--- src/rtl/regression_driver.sv ---
// Start/ready initiator for the regression engine: pulses start, tracks the busy period, gathers error stats, latches betas.
// Optional watchdog abort is built when REGDRV_TIMEOUT_EN is defined; otherwise timeout is tied 0.
module regression_driver #(
    parameter int DATA_W         = 20,
    parameter int N_SAMPLES      = 150,
    parameter int START_CYCLES   = 2,
    parameter int TIMEOUT_CYCLES = 4095
) (
    input  logic                clk,
    input  logic                rst,
    input  logic                go,
    output logic                busy,
    output logic                done,
    output logic                start,
    input  logic                ready,
    input  logic [DATA_W-1:0]   beta0_in,
    input  logic [DATA_W-1:0]   beta1_in,
    input  logic                err_valid,
    input  logic [DATA_W-1:0]   err_in,
    output logic [DATA_W-1:0]   beta0,
    output logic [DATA_W-1:0]   beta1,
    output logic [7:0]          err_count,
    output logic [DATA_W+7:0]   err_sum,
    output logic [DATA_W-1:0]   err_max,
    output logic                count_ok,
    output logic                timeout
);

    localparam int SW = (START_CYCLES > 1) ? $clog2(START_CYCLES) : 1;

    typedef enum logic [2:0] {S_IDLE, S_START, S_WAIT_BUSY, S_RUN, S_DONE} state_t;

    state_t              state_q, state_d;
    logic [SW-1:0]       st_cnt_q, st_cnt_d;
    logic [DATA_W-1:0]   beta0_q, beta0_d, beta1_q, beta1_d;
    logic [7:0]          cnt_q, cnt_d;
    logic [DATA_W+7:0]   sum_q, sum_d;
    logic [DATA_W-1:0]   max_q, max_d;
    logic                ok_q, ok_d;
    logic [DATA_W-1:0]   abs_err;
    logic                accept, sample, finish, tmo_fire;

    assign accept  = (state_q == S_IDLE) && go && ready;
    assign sample  = (state_q == S_RUN) && err_valid;
    assign finish  = (state_q == S_RUN) && ready;
    // Unsigned magnitude: the most negative input maps to 2^(DATA_W-1) without overflow.
    assign abs_err = err_in[DATA_W-1] ? (~err_in + DATA_W'(1)) : err_in;

`ifdef REGDRV_TIMEOUT_EN
    localparam int TW = $clog2(TIMEOUT_CYCLES + 1);
    logic [TW-1:0] tmo_cnt_q;
    logic          timeout_q;
    logic          tmo_hit;

    assign tmo_hit  = ((state_q == S_WAIT_BUSY) || (state_q == S_RUN)) &&
                      (tmo_cnt_q == TW'(TIMEOUT_CYCLES - 1));
    assign tmo_fire = tmo_hit && !finish;
    assign timeout  = timeout_q;

    always_ff @(posedge clk) begin
        if (rst) begin
            tmo_cnt_q <= '0;
            timeout_q <= 1'b0;
        end else begin
            if (accept)
                tmo_cnt_q <= '0;
            else if ((state_q == S_WAIT_BUSY) || (state_q == S_RUN))
                tmo_cnt_q <= tmo_cnt_q + TW'(1);
            if (accept)
                timeout_q <= 1'b0;
            else if (tmo_fire)
                timeout_q <= 1'b1;
        end
    end
`else
    logic unused_tmo_param;
    assign unused_tmo_param = ^TIMEOUT_CYCLES;
    assign tmo_fire = 1'b0;
    assign timeout  = 1'b0;
`endif

    always_ff @(posedge clk) begin
        if (rst) begin
            state_q  <= S_IDLE;
            st_cnt_q <= '0;
            beta0_q  <= '0;
            beta1_q  <= '0;
            cnt_q    <= '0;
            sum_q    <= '0;
            max_q    <= '0;
            ok_q     <= 1'b0;
        end else begin
            state_q  <= state_d;
            st_cnt_q <= st_cnt_d;
            beta0_q  <= beta0_d;
            beta1_q  <= beta1_d;
            cnt_q    <= cnt_d;
            sum_q    <= sum_d;
            max_q    <= max_d;
            ok_q     <= ok_d;
        end
    end

    always_comb begin
        state_d  = state_q;
        st_cnt_d = '0;
        case (state_q)
            S_IDLE:      if (accept) state_d = S_START;
            S_START: begin
                if (st_cnt_q == SW'(START_CYCLES - 1))
                    state_d = S_WAIT_BUSY;
                else
                    st_cnt_d = st_cnt_q + SW'(1);
            end
            S_WAIT_BUSY: begin
                if (tmo_fire)
                    state_d = S_DONE;
                else if (!ready)
                    state_d = S_RUN;
            end
            S_RUN:       if (finish || tmo_fire) state_d = S_DONE;
            S_DONE:      state_d = S_IDLE;
            default:     state_d = S_IDLE;
        endcase
    end

    always_comb begin
        start = (state_q == S_START);
        busy  = (state_q == S_START) || (state_q == S_WAIT_BUSY) || (state_q == S_RUN);
        done  = (state_q == S_DONE);
    end

    // A strobe coincident with ready's return is folded in before count_ok is judged.
    always_comb begin
        cnt_d   = cnt_q;
        sum_d   = sum_q;
        max_d   = max_q;
        ok_d    = ok_q;
        beta0_d = beta0_q;
        beta1_d = beta1_q;
        if (accept) begin
            cnt_d = '0;
            sum_d = '0;
            max_d = '0;
            ok_d  = 1'b0;
        end
        if (sample) begin
            if (cnt_q != 8'hFF)
                cnt_d = cnt_q + 8'd1;
            sum_d = sum_q + (DATA_W+8)'(abs_err);
            if (abs_err > max_q)
                max_d = abs_err;
        end
        if (finish) begin
            beta0_d = beta0_in;
            beta1_d = beta1_in;
            ok_d    = (32'(cnt_d) == 32'(N_SAMPLES));
        end
    end

    assign beta0     = beta0_q;
    assign beta1     = beta1_q;
    assign err_count = cnt_q;
    assign err_sum   = sum_q;
    assign err_max   = max_q;
    assign count_ok  = ok_q;

endmodule
--- config.mk ---
export PLATFORM = sky130hd
export DESIGN_NAME = regression_driver
export DESIGN_NICKNAME = d
export VERILOG_FILES = /design/src/rtl/regression_driver.sv
export SDC_FILE = /design/constraint.sdc
export NUM_CORES = 1
export LEC_CHECK = 0
export ABC_AREA = 1
export CAP_MARGIN = 30
export CORE_MARGIN = 4
export CORE_UTILIZATION = 50
export CTS_BUF_LIST = sky130_fd_sc_hd__clkbuf_16
export CTS_CLUSTER_SIZE = 16
export DETAILED_ROUTE_END_ITERATION = 12
export GPL_ROUTABILITY_DRIVEN = 0
export PLACE_DENSITY_LB_ADDON = 0.08
export SYNTH_ARGS = -nofsm -noshare
export SYNTH_HDL_FRONTEND = slang
export SYNTH_SLANG_ARGS = --single-unit
export TNS_END_PERCENT = 50
--- constraint.sdc ---
create_clock -name clk -period 3.4 [get_ports clk]
set_clock_uncertainty 0.15 [all_clocks]
set_input_delay 0.34 -clock clk [delete_from_list [all_inputs] [get_ports clk]]
set_output_delay 0.34 -clock clk [all_outputs]
set_load 0.01 [all_outputs]
---- Word level (Yosys, flattened, before mapping) ----
Cells that the tools add are included.
operators by class
  add/sub/neg operators ................... 4
  $lt $le $gt $ge ......................... 1
  equality and inequality tests ........... 10
  mux-type cells .......................... 16
  bitwise operators ....................... 2
  reductions and logical operators ........ 11
operators by type and width
  cell                                                                    number
  20-bit two-way mux                                                      4
  28-bit two-way mux                                                      2
  28-bit by 20-bit adder with 28-bit output                               1
  8-bit two-way mux                                                       3
  20-bit by 1-bit adder with 20-bit output (second input constant)        1
  20-bit greater-than comparator                                          1
  20-bit NOT                                                              1
  3-bit two-way mux                                                       4
  3-bit case mux with 4 select lines                                      1
  8-bit by 1-bit adder with 8-bit output (second input constant)          1
  8-bit equality test (second input constant)                             1
  8-bit != test (second input constant)                                   1
  3-bit by 2-bit equality test with 1-bit output (second input constant)  2
  2-bit != test (second input constant)                                   3
  1-bit logical AND                                                       4
  4-bit AND reduction                                                     1
  2-bit nonzero test                                                      2
  3-bit by 1-bit equality test with 1-bit output (second input constant)  1
  3-bit equality test (second input constant)                             1
  3-bit logical NOT                                                       1
  3-bit OR reduction                                                      1
  1-bit logical OR                                                        2
  1-bit two-way mux                                                       2
  2-bit by 1-bit != test with 1-bit output (second input constant)        1
  other kinds (2)                                                         2
word-level totals
  bits in registers ....................... 101
  input port bits ......................... 65
  output and inout port bits .............. 101

---- Logic depth before layout (Yosys ltp) ----
  word-level depth ........................ 8
  gate-level depth with buffers ........... 22
  gate-level depth less buffers ........... 22

---- Worst setup path after synthesis ----
Ideal clock, no wire load.
  path kind ............................... input to register
  start ................................... input port err_in[0]
  end ..................................... register max_q[1] (netlist: err_max[1])
  setup time .............................. 112 ps
  arrival ................................. 2428 ps
  setup slack ............................. 710 ps
  stages on the path ...................... 19
  path buffers ............................ 2
  path through ............................ inv_1 > ha_1 > nand2_1 > nor2_4 > nand4_1 > o21ai_1 > xnor2_1 > ha_1 > nand2_1 > nor2_1 > nand2_1 > nor3_2 > nand2_1 > nand3_2 > nand2_1 > buf_6 > buf_6 > nor2_2 > nor2_1
between the ends
  cells in the longest elaborated chain, start to end .. 6
RTL lines
  item                                      line  RTL
  start: declaration                        19    input logic [DATA_W-1:0] err_in,
  20-bit NOT                                47    assign abs_err = err_in[DATA_W-1] ? (~err_in + DATA_W'(1)) : err_in;
  20-bit by 1-bit adder with 20-bit output  47
  20-bit two-way mux (*)                    47
  20-bit greater-than comparator            151   if (abs_err > max_q)
  20-bit two-way mux (*)                    151
  20-bit two-way mux (*)                    147   if (sample) begin
  end signal: assignment                    99    max_q <= max_d;
  end: declaration                          38    logic [DATA_W-1:0] max_q, max_d;
Every way passes the cells marked *; elsewhere a longest branch is shown, timed or not.
A chain may end at the register's enable or synchronous reset.

---- Worst setup path after layout ----
  start ................................... input port err_in[0]
  end ..................................... register max_q[18] (netlist: err_max[18])
Same word-level chain as after synthesis.

==> impl_metrics.yaml <==
run_status:
  status: "complete, no violations"
routing:
  postRouteAntennaNets: 0
  first_pass_iters: 5
  drtIter0Drc: 395
  totalWireLength_mm: 18.6
  num_vias: 7028
  wl_per_cell_um: 13.5
  drc: 0
  vias_per_cell: 5.10
worst_setup_path:
  cp-end-kind: "flop"
  critPathMaxFanout: 18
  path_cells: "clkdlybuf4s50_1, inv_2, ha_2, nand2_2, nor2_4, nand4_1, o21ai_2, xnor2_2, ha_1, nand2_1, nor2_2, nand2_1, nor3_2, nand2_1, nand3_2, nand2_2, buf_12, nor2_1, nor2_1"
  startpoint_type: "primary input"
  worstPathArrival_ps: 3190
  cpMaxStageDelayCell: "clkdlybuf4s50_1"
  worstSetupPathType: "in -> reg"
  crit_top_cell: "nand2_1"
  cp.buffers_inverters: 3
  critPathTopFamily: "simple AND/OR/NAND/NOR gates"
  cp_data_required_time_ps: 3500
  max_stage_delay_ps: 440
clocking:
  clk_pin_slew_ps: 70
  h-tree-depth: 3
  cts_tree: "yes"
  postCtsSetupBuffers: 0
  numCtsBuffers: 9
  cts_buffer_depth: 2
  cts_hold_buf: 0
  cts.sinks: 101
  cts_root_buf: "clkbuf_16"
  clock_latency_ps: 350
  cts_resized: 0
floorplan:
  dieArea_sq_mm: 0.0149
  die_w_um: 122
  chipHeight_um: 122
  std_cell_rows: 41
  fp.coreArea_sq_mm: 0.0127
  num_io_pins: 166
  initial_core_util_pct: 51.3
placement:
  place_ws_ps: -106
  dp_hpwl_mm: 14.3
  dpl-instance-area_sq_mm: 0.00851
  portBuffers: 164
layout:
  antennaDiodeCount: 0
  drive_gt1_share_pct: 8.29
  design_area_sq_mm: 0.00887
  synthToLayoutAreaGrowth_pct: 36.4
  layout.nets: 1312
power:
  ir_worst_vdd_mv: 0.326
  power.density_mw_per_mm2: 365
  p_leak_nw: 3.96
  p_total_mw: 3.24
sta:
  tns_ps: 0
  slew_violations: 0
  timing.slew.headroom_pct: 52.4
  finalSetupViolCount: 0
  hold_violations: 0
  worst_slew_pin_slew_ps: 713
  hold_ws_ps: 339
  fin_ws_ps: 305
  min_period_ps: 3100
  max_freq_ghz: 0.323
  post-route-period-util_pct: 91.0
synth:
  syn_area_sq_mm: 0.00650
  yosysWarnings: 0
  yosysMostFrequentCell: "nand2_1"
  synthMuxAreaShare_pct: 0
  seq_area_frac_synth_pct: 31.1
  synth_fp_nets: 1131
  synth_top_family_by_area: "simple AND/OR/NAND/NOR gates"
  synthTopCellsByCount: "nand2_1, nor2_1, dfxtp_1"
  synth_ff_type: "dfxtp_1"
  synthArstFlopShare_pct: 0
  synth_top_area_share_pct: 31.1
  synthTopCellsByArea: "dfxtp_1, nand2_1, nor2_1, ha_1, inv_1"
  synthAdderAreaFrac_pct: 8.77
  synth_edf_count: 0
  yosys.area_share.simple_pct: 36.4
  synth_area_per_cell_sq_um: 6.37
  syn_inst: 1021
  synth_cell_types: 39
  synth_xor_area_share_pct: 2.29
  yosys.area.top_type: "dfxtp_1"
  ys_ff_latch: 101
  synth_compound_area_share_pct: 12.8
global_route:
  grt_antenna_before_repair: 0
  grt_max_degree: 61
  grt_pass1_vias: 6525
  grt-ovfl-total: 0
  grt.total_usage_pct: 25.0
  grt_pass1_wl_mm: 30.4
job:
  maxCapViolations: 0
worst_hold_path:
  min-delay-path-class: "reg -> reg"
[area by class of cell]
type	instances	area (sq um)
flip-flops and latches	101	2020
clock buffers	9	225
inverters	102	383
clock inverters	7	67.6
well taps	172	215
fillers	1136	3800
multi-input cells	784	3980
repair buffers	204	1970
[through the flow]
step	util, %	cells
2_1_floorplan	-	1021
3_3_place_gp	67.2	1363
3_5_place_dp	67.2	1363
4_1_cts	69.5	1379
5_1_grt	70.0	1379
6_report	70.0	1379
[state kept, by name (all words and copies together) (netlist names)]
signal / flops
err_sum: 28
beta1: 20
state_q: 3
count_ok: 1
st_cnt_q: 1
beta0: 20
err_max: 20
err_count: 8
[logic make-up after synthesis]
family / after synthesis
fa+ha+maj: 45
compound gates: 156
simple gates: 565
xor+xnor: 17
other cells: 1
flops: 101
buf+inv: 136
[report_power, final]
part / switching, mW / internal [mW] / leakage, nW
sequential: 0.0551 / 1.25 / 0.815
clock: 0.513 / 0.516 / 0.140
combinational: 0.498 / 0.403 / 3.01
total: 1.07 / 2.17 / 3.96
[final timing paths]
path,slack [ps],end,cells past startpoint,start
max,300,err_max[18]$_SDFF_PP0_,19,err_in[0]
min,340,err_sum[2]$_SDFFE_PP0P_,2,err_sum[2]$_SDFFE_PP0P_
max reg2reg,1060,err_sum[20]$_SDFFE_PP0P_,15,err_sum[0]$_SDFFE_PP0P_
min reg2reg,340,err_sum[2]$_SDFFE_PP0P_,2,err_sum[2]$_SDFFE_PP0P_
[worst register-to-register path, cell delays in order (launching register included)]
cell and delay [ps]:
dfxtp_1 360, ha_1 220, inv_1 70, fa_1 410
inv_1 100, nand3_1 70, nand3_1 140, nand2_1 70
nand2_1 100, nand2_1 60, nand2_1 90, nand2_1 60
nand2_1 130, nand3_1 90, nand2_1 60, nor2_1 50
[layout by cell type (no fill, tap or decap), types with 2 or more instances in the layout]
| cell | n |
|---|---|
| o21ai_2 | 2 |
| nand3_1 | 58 |
| nand3_2 | 3 |
| nor2_1 | 180 |
| nand2_1 | 267 |
| nor3_1 | 10 |
| inv_1 | 95 |
| inv_2 | 6 |
| a21boi_1 | 2 |
| o21ai_0 | 49 |
| xor2_2 | 2 |
| a22oi_1 | 4 |
| nand3b_1 | 11 |
| clkinv_1 | 2 |
| a31oi_1 | 2 |
| clkbuf_16 | 9 |
| xor2_1 | 10 |
| a21boi_0 | 7 |
| dfxtp_1 | 101 |
| nor2_4 | 3 |
| xnor2_1 | 4 |
| o21bai_1 | 4 |
| buf_4 | 37 |
| o21ai_1 | 15 |
| nand2_2 | 6 |
| ha_1 | 42 |
| buf_12 | 2 |
| nor2_2 | 15 |
| or2_2 | 3 |
| nand4_1 | 6 |
| a21oi_1 | 67 |
| inv_8 | 2 |
| clkdlybuf4s50_1 | 163 |
[per-layer routing]
layer	vias up	part of all wire (%)	GRT usage (%)
met5	-	0	0
met4	0	1.9	7.35
met3	24	8.6	7.66
met2	219	46	42.2
met1	3153	44	30.6
li1	3632	-	-
Note: power is estimated with default switching activity, not from simulation.
